<file path="config.mk">
export PLATFORM = sky130hd
export DESIGN_NAME = scs8hd_o2xa_pipe
export DESIGN_NICKNAME = d
export VERILOG_FILES = /design/src/rtl/scs8hd_o2xa_pipe.sv
export SDC_FILE = /design/constraint.sdc
export NUM_CORES = 1
export LEC_CHECK = 0
export BUFFER_PORTS_ARGS = -buffer_cell sky130_fd_sc_hd__clkbuf_2
export CAP_MARGIN = 25
export CORE_MARGIN = 1
export CORE_UTILIZATION = 46
export DETAILED_ROUTE_END_ITERATION = 7
export PLACE_DENSITY = 0.73
export SYNTH_ARGS = -nofsm -noshare
export SYNTH_HDL_FRONTEND = slang
export SYNTH_SLANG_ARGS = --single-unit
</file>
<file path="constraint.sdc">
create_clock -name CLK -period 1.7 [get_ports CLK]
set_clock_uncertainty 0.05 [all_clocks]
set_input_delay 0.34 -clock CLK [delete_from_list [all_inputs] [get_ports CLK]]
set_output_delay 0.34 -clock CLK [all_outputs]
set_load 0.05 [all_outputs]
</file>
<file path="src/rtl/scs8hd_o2xa_pipe.sv">
// Pipelined multi-channel OR-AND cell: X[c] = |A[c*NOR +: NOR] & B1[c], valid/ready on both sides.
// Optional saturating count of non-zero delivered beats under SCS8HD_O2XA_PIPE_CNT_EN.
module scs8hd_o2xa_pipe #(
  parameter int unsigned WIDTH  = 4,
  parameter int unsigned NOR    = 2,
  parameter int unsigned STAGES = 2,
  parameter int unsigned CNT_W  = 16
) (
  input  logic                 CLK,
  input  logic                 RESET,
  input  logic [WIDTH*NOR-1:0] A,
  input  logic [WIDTH-1:0]     B1,
  input  logic                 IN_VALID,
  output logic                 IN_READY,
  output logic [WIDTH-1:0]     X,
  output logic                 OUT_VALID,
  input  logic                 OUT_READY
`ifdef SCS8HD_O2XA_PIPE_CNT_EN
  ,
  output logic [CNT_W-1:0]     BEATS
`endif
);

  if (STAGES != 1 && STAGES != 2) begin : g_bad_stages
    $error("scs8hd_o2xa_pipe: STAGES must be 1 or 2");
  end
  if (CNT_W == 0) begin : g_bad_cnt_w
    $error("scs8hd_o2xa_pipe: CNT_W must be at least 1");
  end

  logic [STAGES-1:0] v_q;
  logic [STAGES-1:0] rdy;
  logic [WIDTH-1:0]  or_red;
  logic [WIDTH-1:0]  x_q;
  logic              all_v;

  always_comb begin
    for (int c = 0; c < int'(WIDTH); c++) begin
      or_red[c] = |A[c*NOR +: NOR];
    end
  end

  // Stage k is ready when downstream accepts or any stage from k onward is empty.
  // Written as a running AND so the chain has no combinational self-reference.
  always_comb begin
    all_v = 1'b1;
    rdy   = '0;
    for (int k = int'(STAGES) - 1; k >= 0; k--) begin
      all_v  = all_v & v_q[k];
      rdy[k] = OUT_READY | !all_v;
    end
  end

  always_ff @(posedge CLK or posedge RESET) begin
    if (RESET) begin
      v_q <= '0;
    end else begin
      if (rdy[0]) v_q[0] <= IN_VALID;
      for (int k = 1; k < int'(STAGES); k++) begin
        if (rdy[k]) v_q[k] <= v_q[k-1];
      end
    end
  end

  if (STAGES == 1) begin : g_one
    logic [WIDTH-1:0] x_comb;
    assign x_comb = or_red & B1;

    always_ff @(posedge CLK or posedge RESET) begin
      if (RESET) begin
        x_q <= '0;
      end else if (rdy[0] && IN_VALID) begin
        x_q <= x_comb;
      end
    end
  end else begin : g_two
    logic [WIDTH-1:0] or_q;
    logic [WIDTH-1:0] b_q;

    always_ff @(posedge CLK or posedge RESET) begin
      if (RESET) begin
        or_q <= '0;
        b_q  <= '0;
      end else if (rdy[0] && IN_VALID) begin
        or_q <= or_red;
        b_q  <= B1;
      end
    end

    always_ff @(posedge CLK or posedge RESET) begin
      if (RESET) begin
        x_q <= '0;
      end else if (rdy[1] && v_q[0]) begin
        x_q <= or_q & b_q;
      end
    end
  end

  assign X         = x_q;
  assign OUT_VALID = v_q[STAGES-1];
  assign IN_READY  = rdy[0];

`ifdef SCS8HD_O2XA_PIPE_CNT_EN
  logic [CNT_W-1:0] beats_q;

  always_ff @(posedge CLK or posedge RESET) begin
    if (RESET) begin
      beats_q <= '0;
    end else if (OUT_VALID && OUT_READY && (x_q != '0) && (beats_q != {CNT_W{1'b1}})) begin
      beats_q <= beats_q + 1'b1;
    end
  end

  assign BEATS = beats_q;
`endif

endmodule

</file>
==> summary.txt, run 1 <==
Most Crowded Layer GR: met2
Synthesized Nets: 63
Longest Clk Path Bufs: 2
pin count of the biggest net entering global routing: 15
DR WL/cell: 12.5 microns
Post-CTS Hold Fix Bufs: 0
Fillers: 103
met3 GRT Util: 8.72%
die width: 38.4 microns
R2R Setup Slk: 0.39 ns
CTS tree: yes
Slew Limit Fails: 0
IO Port Bufs: 21
share of layout cells above drive strength 1: 50.0%
switching power: 0.000274 W
register area share after synthesis: 57.5%
GPL Wtd Cong: 0.681
GRT met1 Usage: 20.2%
Post-Synthesis Cells: 47
Yosys top cell by area: dfrtp_1
Nets: 87
Post-Route WL: 1050 microns
LEAKAGE: 0.374 nW
Switching Share: 32.9%
DRT antenna net count: 0
status: finished clean
WP data arrival: 1.18 ns
CP Launch Type: flop
Worst Tran Pin Value: 0.516 ns
VDD IR max: 0.000539 V
die footprint: 0.00147 sq mm
Layout area overhead: 20.9%
Pint: 0.000559 W
Starting Density: 52.0%
Sequential Power Share: 49.6%
met2 Usage GRT: 28.8%
post-synthesis cell type count: 13
area share of the largest cell type after synthesis: 57.5%
root cell of the clock tree: clkbuf_4
ranking of synthesized cells by area: dfrtp_1, mux2_4, a21bo_2
CP max-delay cell: dfrtp_1
HPWL after detailed placement: 826 microns
headroom to the max-slew limit: 65.6%
fmax: 639 MHz
die height: 38.4 microns
vias in the first global route: 383
first-pass GRT wire length: 1680 microns
Gate power share: 27.3%
commonest non-fill, non-tap cells in the layout: clkbuf_2, dfrtp_1, a21oi_1
Buf/Inv on CP: 1
Fin. Hold Viols: 0
Critical Path Fanout Max: 7
Setup CP Type: flop to output port
n_diodes: 0
clock share of power: 23.1%
Synth Register Bits: 14
cell area after synthesis: 609 sq um
Syn Area/Cell: 13.0 sq um
Critical Path Sink Type: output port
final setup fails: 0
initial antenna violation count: 0
postcts setup bufs: 0
standard cell core area: 0.00117 sq mm
vias per cell: 4.98
fin crit share: 92.1%
num rows: 12
Hold Path Class: primary input to asynchronous set/reset pin
Crit path max-delay family: flip-flops
clock sink count: 14
pwr/cell area: 1130 mW/mm^2
clock latency reported for the late side of the worst-skew pair: 0.28 ns
DRC Markers: 0
CP peak stage delay: 0.46 ns
num ports: 22
first-pass detailed-route iteration total: 3
Num CTS Buffers: 3
Post-CTS Resized: 0
YS warnings: 0
TNS Setup: 0 ns
total global-route track usage: 18.0%
Critical Path RT: 1.31 ns
most common cell after layout, fill and taps aside: clkbuf_2
maxcap violations: 0
H-tree Lvls: 1
clk slew on worst S/H paths: 0.08 ns
Tmin final: 1.57 ns
vias: 418
Initial DRC Count: 7
grt total ovfl: 0
RSZ-0062 raised after global routing: false
final core occ: 62.9%
worst-path cell chain: nand3b_4 -> clkbuf_2
layer usage:
| metal | vias to the layer above | share of wire [%] |
|---|---|---|
| met1 | 185 | 45 |
| li1 | 210 | - |
| met3 | 2 | 7.6 |
| met5 | - | 0 |
| met4 | 0 | 0.48 |
| met2 | 21 | 47 |
final cells by class:
| type | count | area (sq um) | share of cell area (%) |
|---|---|---|---|
| Clock buffer | 4 | 26.3 | 3.57 |
| Inverter | 1 | 3.75 | 0.509 |
| Timing Repair Buffer | 21 | 105 | 14.3 |
| Tap cell | 14 | 17.5 | 2.38 |
| Multi-Input combinational cell | 30 | 233 | 31.6 |
| Sequential cell | 14 | 352 | 47.7 |
cell usage after synthesis:
library cell,n
nand2b_1,2
inv_1,1
a21oi_1,8
buf_6,2
or2b_1,1
mux2_4,4
nand3b_4,1
a21bo_2,4
dfrtp_1,14
nand2_1,1
and2_4,1
nor2_1,4
nand4_1,4
worst paths after layout:
path	startpoint	endpoint	cells past startpoint
worst max-delay path	v_q[0]	IN_READY	2
worst min-delay path	RESET	X[1]	2
worst max register to register	v_q[0]	g_two.b_q[3]	3
worst min register to register	X[3]	X[3]	1
max in group asynchronous	RESET	v_q[1]	2
min in group CLK	B1[0]	g_two.b_q[0]	2
stage by stage:
step	area, sq um	instances	hold WS, ns	power, W	worst slack (ns)
after global placement	711	80	0.328	0.000644	0.411
after global routing	737	84	0.0336	0.000893	0.0615
after floorplan	611	47	0.179	0.000596	0.110
after CTS	737	84	0.0215	0.000849	0.114
after detailed placement	711	80	0.329	0.000651	0.394
final	737	84	0.00832	0.000834	0.135
power by group through the flow:
stage          Clock, W  Combinational [W]  Sequential (W)
2_1_floorplan         0           0.000102        0.000494
3_3_place_gp          0           0.000225        0.000419
3_5_place_dp          0           0.000230        0.000422
4_1_cts        0.000204           0.000230        0.000415
5_1_grt        0.000228           0.000245        0.000420
6_report       0.000192           0.000228        0.000414
flip-flops by register name (all words and copies together) (netlist names):
register / cells
g_two.or_q: 4
g_two.b_q: 4
v_q: 2
X: 4
cell families (layout without fill, tap and decap cells):
group	Yosys count	count (layout)	synth area share [%]
buffers and inverters	3	26	4.31
multiplexers	4	4	9.86
flip-flops	14	14	57.5
AND/OR/NAND/NOR	14	14	15.2
AO/OA/AOI/OAI	12	12	13.1
No activity file was read; power rests on OpenSTA's default activity.
==> run 2, diff against run 1 <==
==> constraint.sdc (replaced) <==
create_clock -name CLK -period 1.7 [get_ports CLK]
set_clock_uncertainty 0.05 [all_clocks]
set_input_delay 0.085 -clock CLK [delete_from_list [all_inputs] [get_ports CLK]]
set_output_delay 0.085 -clock CLK [all_outputs]
set_load 0.05 [all_outputs]
==> summary.txt, run 2 (synthesized netlist as in run 1, its figures left out) <==
Starting Density: 52.0%
num rows: 12
Num CTS Buffers: 3
IO Port Bufs: 21
clock sink count: 14
GPL Wtd Cong: 0.665
clk slew on worst S/H paths: 0.08 ns
TNS Setup: 0 ns
clock share of power: 22.5%
Post-Route WL: 1070 microns
Critical Path RT: 1.81 ns
total global-route track usage: 19.4%
final core occ: 66.3%
DRT antenna net count: 0
Sequential Power Share: 49.6%
Setup CP Type: flop to flop
clock latency reported for the late side of the worst-skew pair: 0.27 ns
die height: 38.4 microns
status: finished clean
Fillers: 101
switching power: 0.000274 W
num ports: 22
DRC Markers: 0
Initial DRC Count: 15
die footprint: 0.00147 sq mm
R2R Setup Slk: 0.39 ns
first-pass detailed-route iteration total: 3
Nets: 91
LEAKAGE: 0.391 nW
Pint: 0.000565 W
n_diodes: 0
Post-CTS Hold Fix Bufs: 4
Pwr Total: 0.000839 W
pin count of the biggest net entering global routing: 15
vias: 421
Tmin final: 1.31 ns
vias per cell: 4.78
root cell of the clock tree: clkbuf_4
Gate power share: 27.9%
RSZ-0062 raised after global routing: false
postcts setup bufs: 0
final setup fails: 0
VDD IR max: 0.000618 V
vias in the first global route: 383
maxcap violations: 0
standard cell core area: 0.00117 sq mm
fin crit share: 77.2%
H-tree Lvls: 1
CP Launch Type: flop
WP data arrival: 1.42 ns
Hold Path Class: primary input to flop
CTS tree: yes
Critical Path Sink Type: flop
commonest non-fill, non-tap cells in the layout: clkbuf_2, dfrtp_1, a21oi_1
most common cell after layout, fill and taps aside: clkbuf_2
die width: 38.4 microns
Post-CTS Resized: 0
fmax: 762 MHz
Slew Limit Fails: 0
headroom to the max-slew limit: 64.7%
grt total ovfl: 0
Worst Tran Pin Value: 0.529 ns
HPWL after detailed placement: 807 microns
Critical Path Fanout Max: 8
first-pass GRT wire length: 1830 microns
initial antenna violation count: 0
share of layout cells above drive strength 1: 47.3%
Layout area overhead: 27.5%
DR WL/cell: 12.1 microns
pwr/cell area: 1080 mW/mm^2
Switching Share: 32.7%
Longest Clk Path Bufs: 2
Fin. Hold Viols: 0
## run 2: area by class of cell
class                      instances  area [sq um]  area share (%)
sequential                        14           352            45.2
multi-input combinational         30           233            30.0
timing repair buffer              25           145            18.7
clock buffer                       4          26.3            3.38
tap                               14          17.5            2.25
inverter                           1          3.75           0.483
## run 2: power groups by stage
| stage | Sequential, W | Clock [W] | Combinational, W |
|---|---|---|---|
| finish | 0.000416 | 0.000188 | 0.000234 |
| CTS | 0.000417 | 0.000199 | 0.000237 |
| global route | 0.000425 | 0.000222 | 0.000253 |
| global placement | 0.000420 | 0 | 0.000225 |
| floorplan | 0.000494 | 0 | 0.000102 |
| detailed placement | 0.000424 | 0 | 0.000228 |
## run 2: final timing paths
kind,start,to,depth (start not counted)
worst min-delay path,B1[2],g_two.b_q[2],2
worst max-delay path,v_q[0],g_two.b_q[2],3
max in group asynchronous,RESET,v_q[1],3
min in group asynchronous,RESET,X[2],3
worst max register to register,v_q[0],g_two.b_q[2],3
worst min register to register,X[3],X[3],1
## run 2: per-layer routing
metal,routed length (microns),part of all wire (%),vias up,global-route usage [%]
li1,-,-,218,-
met1,520,49,185,25.6
met2,495,46,18,28.8
met3,51,4.8,0,5.23
met4,0,0,0,10.3
met5,0,0,-,0
## run 2: critical path, stage by stage (launching register included)
cell,delay (ns)
dfrtp_1,0.48
nand3b_4,0.14
and2_4,0.23
mux2_4,0.31
## run 2: per-stage QoR
stage	hold slack (ns)	area [sq um]	instances	setup WS, ns
3_3_place_gp	0.0716	711	80	0.435
6_report	0.0163	777	88	0.387
5_1_grt	0.00362	777	88	0.323
3_5_place_dp	0.0795	711	80	0.403
2_1_floorplan	-0.0758	611	47	0.110
4_1_cts	0.00599	777	88	0.388
==> run 3, diff against run 2 <==
--- a/config.mk
+++ b/config.mk
@@ -7,10 +7,11 @@
 export LEC_CHECK = 0
 export BUFFER_PORTS_ARGS = -buffer_cell sky130_fd_sc_hd__clkbuf_2
 export CAP_MARGIN = 25
+export CORE_ASPECT_RATIO = 1.1
 export CORE_MARGIN = 1
-export CORE_UTILIZATION = 46
+export CORE_UTILIZATION = 41
 export DETAILED_ROUTE_END_ITERATION = 7
-export PLACE_DENSITY = 0.73
+export PLACE_DENSITY = 0.69
 export SYNTH_ARGS = -nofsm -noshare
 export SYNTH_HDL_FRONTEND = slang
 export SYNTH_SLANG_ARGS = --single-unit
==> constraint.sdc (replaced) <==
create_clock -name CLK -period 1.1 [get_ports CLK]
set_clock_uncertainty 0.05 [all_clocks]
set_input_delay 0.055 -clock CLK [delete_from_list [all_inputs] [get_ports CLK]]
set_output_delay 0.055 -clock CLK [all_outputs]
set_load 0.05 [all_outputs]
==> summary.txt, run 3 (synthesized netlist as in run 1, its figures left out) <==
RSZ-0062 raised after global routing: true
DRC Markers: 0
fin crit share: 109%
Post-Route WL: 1370 microns
num ports: 22
headroom to the max-slew limit: 64.1%
num rows: 14
Nets: 105
Worst Tran Pin Value: 0.538 ns
Critical Path Fanout Max: 5
Reg2Reg Depth: 3
initial antenna violation count: 0
share of layout cells above drive strength 1: 51.1%
hold_ws: 0.0883 ns
standard cell core area: 0.00138 sq mm
GPL Wtd Cong: 0.727
grt total ovfl: 0
Slew Limit Fails: 0
Critical Path Sink Type: flop
HPWL after detailed placement: 814 microns
Fin. Hold Viols: 0
pwr/cell area: 1520 mW/mm^2
CP Launch Type: flop
Starting Density: 44.0%
fmax: 837 MHz
Num CTS Buffers: 3
H-tree Lvls: 1
Longest Clk Path Bufs: 2
pin count of the biggest net entering global routing: 15
first-pass detailed-route iteration total: 4
n_diodes: 0
total global-route track usage: 19.5%
status: finished with violations
CTS tree: yes
vias: 501
final setup fails: 11
fin area: 966 sq um
Critical Path RT: 1.23 ns
die footprint: 0.00164 sq mm
Placed Instance Area: 736 sq um
die height: 42.4 microns
VDD IR max: 0.000795 V
area of the multi-input gates: 251 sq um
DRT antenna net count: 0
Initial DRC Count: 10
clock sink count: 14
clk slew on worst S/H paths: 0.10 ns
setup ws final: -0.0948 ns
Hold Path Class: primary input to flop
WP data arrival: 1.32 ns
IO Port Bufs: 21
clock latency reported for the late side of the worst-skew pair: 0.30 ns
Tmin final: 1.19 ns
vias in the first global route: 506
failing checks: setup timing
vias per cell: 4.82
LEAKAGE: 0.469 nW
Fillers: 99
DR WL/cell: 13.2 microns
root cell of the clock tree: clkbuf_4
footprint of the flip-flops and latches: 352 sq um
hold depth: 3
commonest non-fill, non-tap cells in the layout: clkbuf_2, dlygate4sd3_1, dfrtp_1
die width: 38.8 microns
most common cell after layout, fill and taps aside: clkbuf_2
Setup CP Type: flop to flop
final core occ: 69.8%
Layout area overhead: 58.5%
first-pass GRT wire length: 2160 microns
maxcap violations: 0
Pwr Total: 0.00147 W
==> run 3: routing by layer <==
| metal | vias up | routed length, microns | GRT usage (%) |
|---|---|---|---|
| met5 | - | 0 | 0 |
| met4 | 0 | 42 | 14.5 |
| met3 | 5 | 29 | 3.19 |
| met2 | 15 | 688 | 28.3 |
| met1 | 235 | 609 | 24.9 |
| li1 | 246 | - | - |
==> run 3: repair_timing <==
item,4_1_cts,5_1_grt
pin swaps,0,1
gates resized for setup,4,7
endpoints found under the hold margin,23,0
setup endpoints to repair,9,15
setup buffers,1,0
hold buffers,14,0
==> run 3: through the flow <==
stage	setup slack, ns	setup TNS, ns	instances
final	-0.0948	-0.722	104
after global routing	-0.133	-1.33	104
after CTS	-0.0790	-0.691	104
after detailed placement	-0.0665	-0.453	85
after global placement	-0.0333	-0.201	85
after floorplan	-0.481	-3.40	47
==> run 3: worst max-delay path, cell delays in order (launching register included) <==
cell	delay [ns]
dfrtp_2	0.44
nand3b_4	0.08
and2_4	0.19
mux2_4	0.30
==> run 3: path summary, 6_finish.rpt <==
kind                            slack, ns            end  startpoint
worst max-delay path                -0.09   g_two.b_q[0]      v_q[1]
worst min-delay path                 0.09  g_two.or_q[0]    IN_VALID
worst max register to register      -0.09   g_two.b_q[0]      v_q[1]
worst min register to register       0.44           X[2]        X[2]
max in group asynchronous            0.35         v_q[1]       RESET
min in group asynchronous            0.27           X[0]       RESET
==> run 3: final cells by class <==
cell class | instances | share of cell area (%)
multi-input combinational | 30 | 26.0
timing repair buffer | 39 | 31.3
sequential | 14 | 36.4
inverter | 1 | 0.389
clock buffer | 4 | 3.76
tap | 16 | 2.07
==> run 3: report_power, final <==
part | switching, W | total [W] | internal (W)
clock | 0.000190 | 0.000392 | 0.000202
combinational | 0.000244 | 0.000440 | 0.000197
sequential | 0.0000496 | 0.000640 | 0.000591
total | 0.000483 | 0.00147 | 0.000989
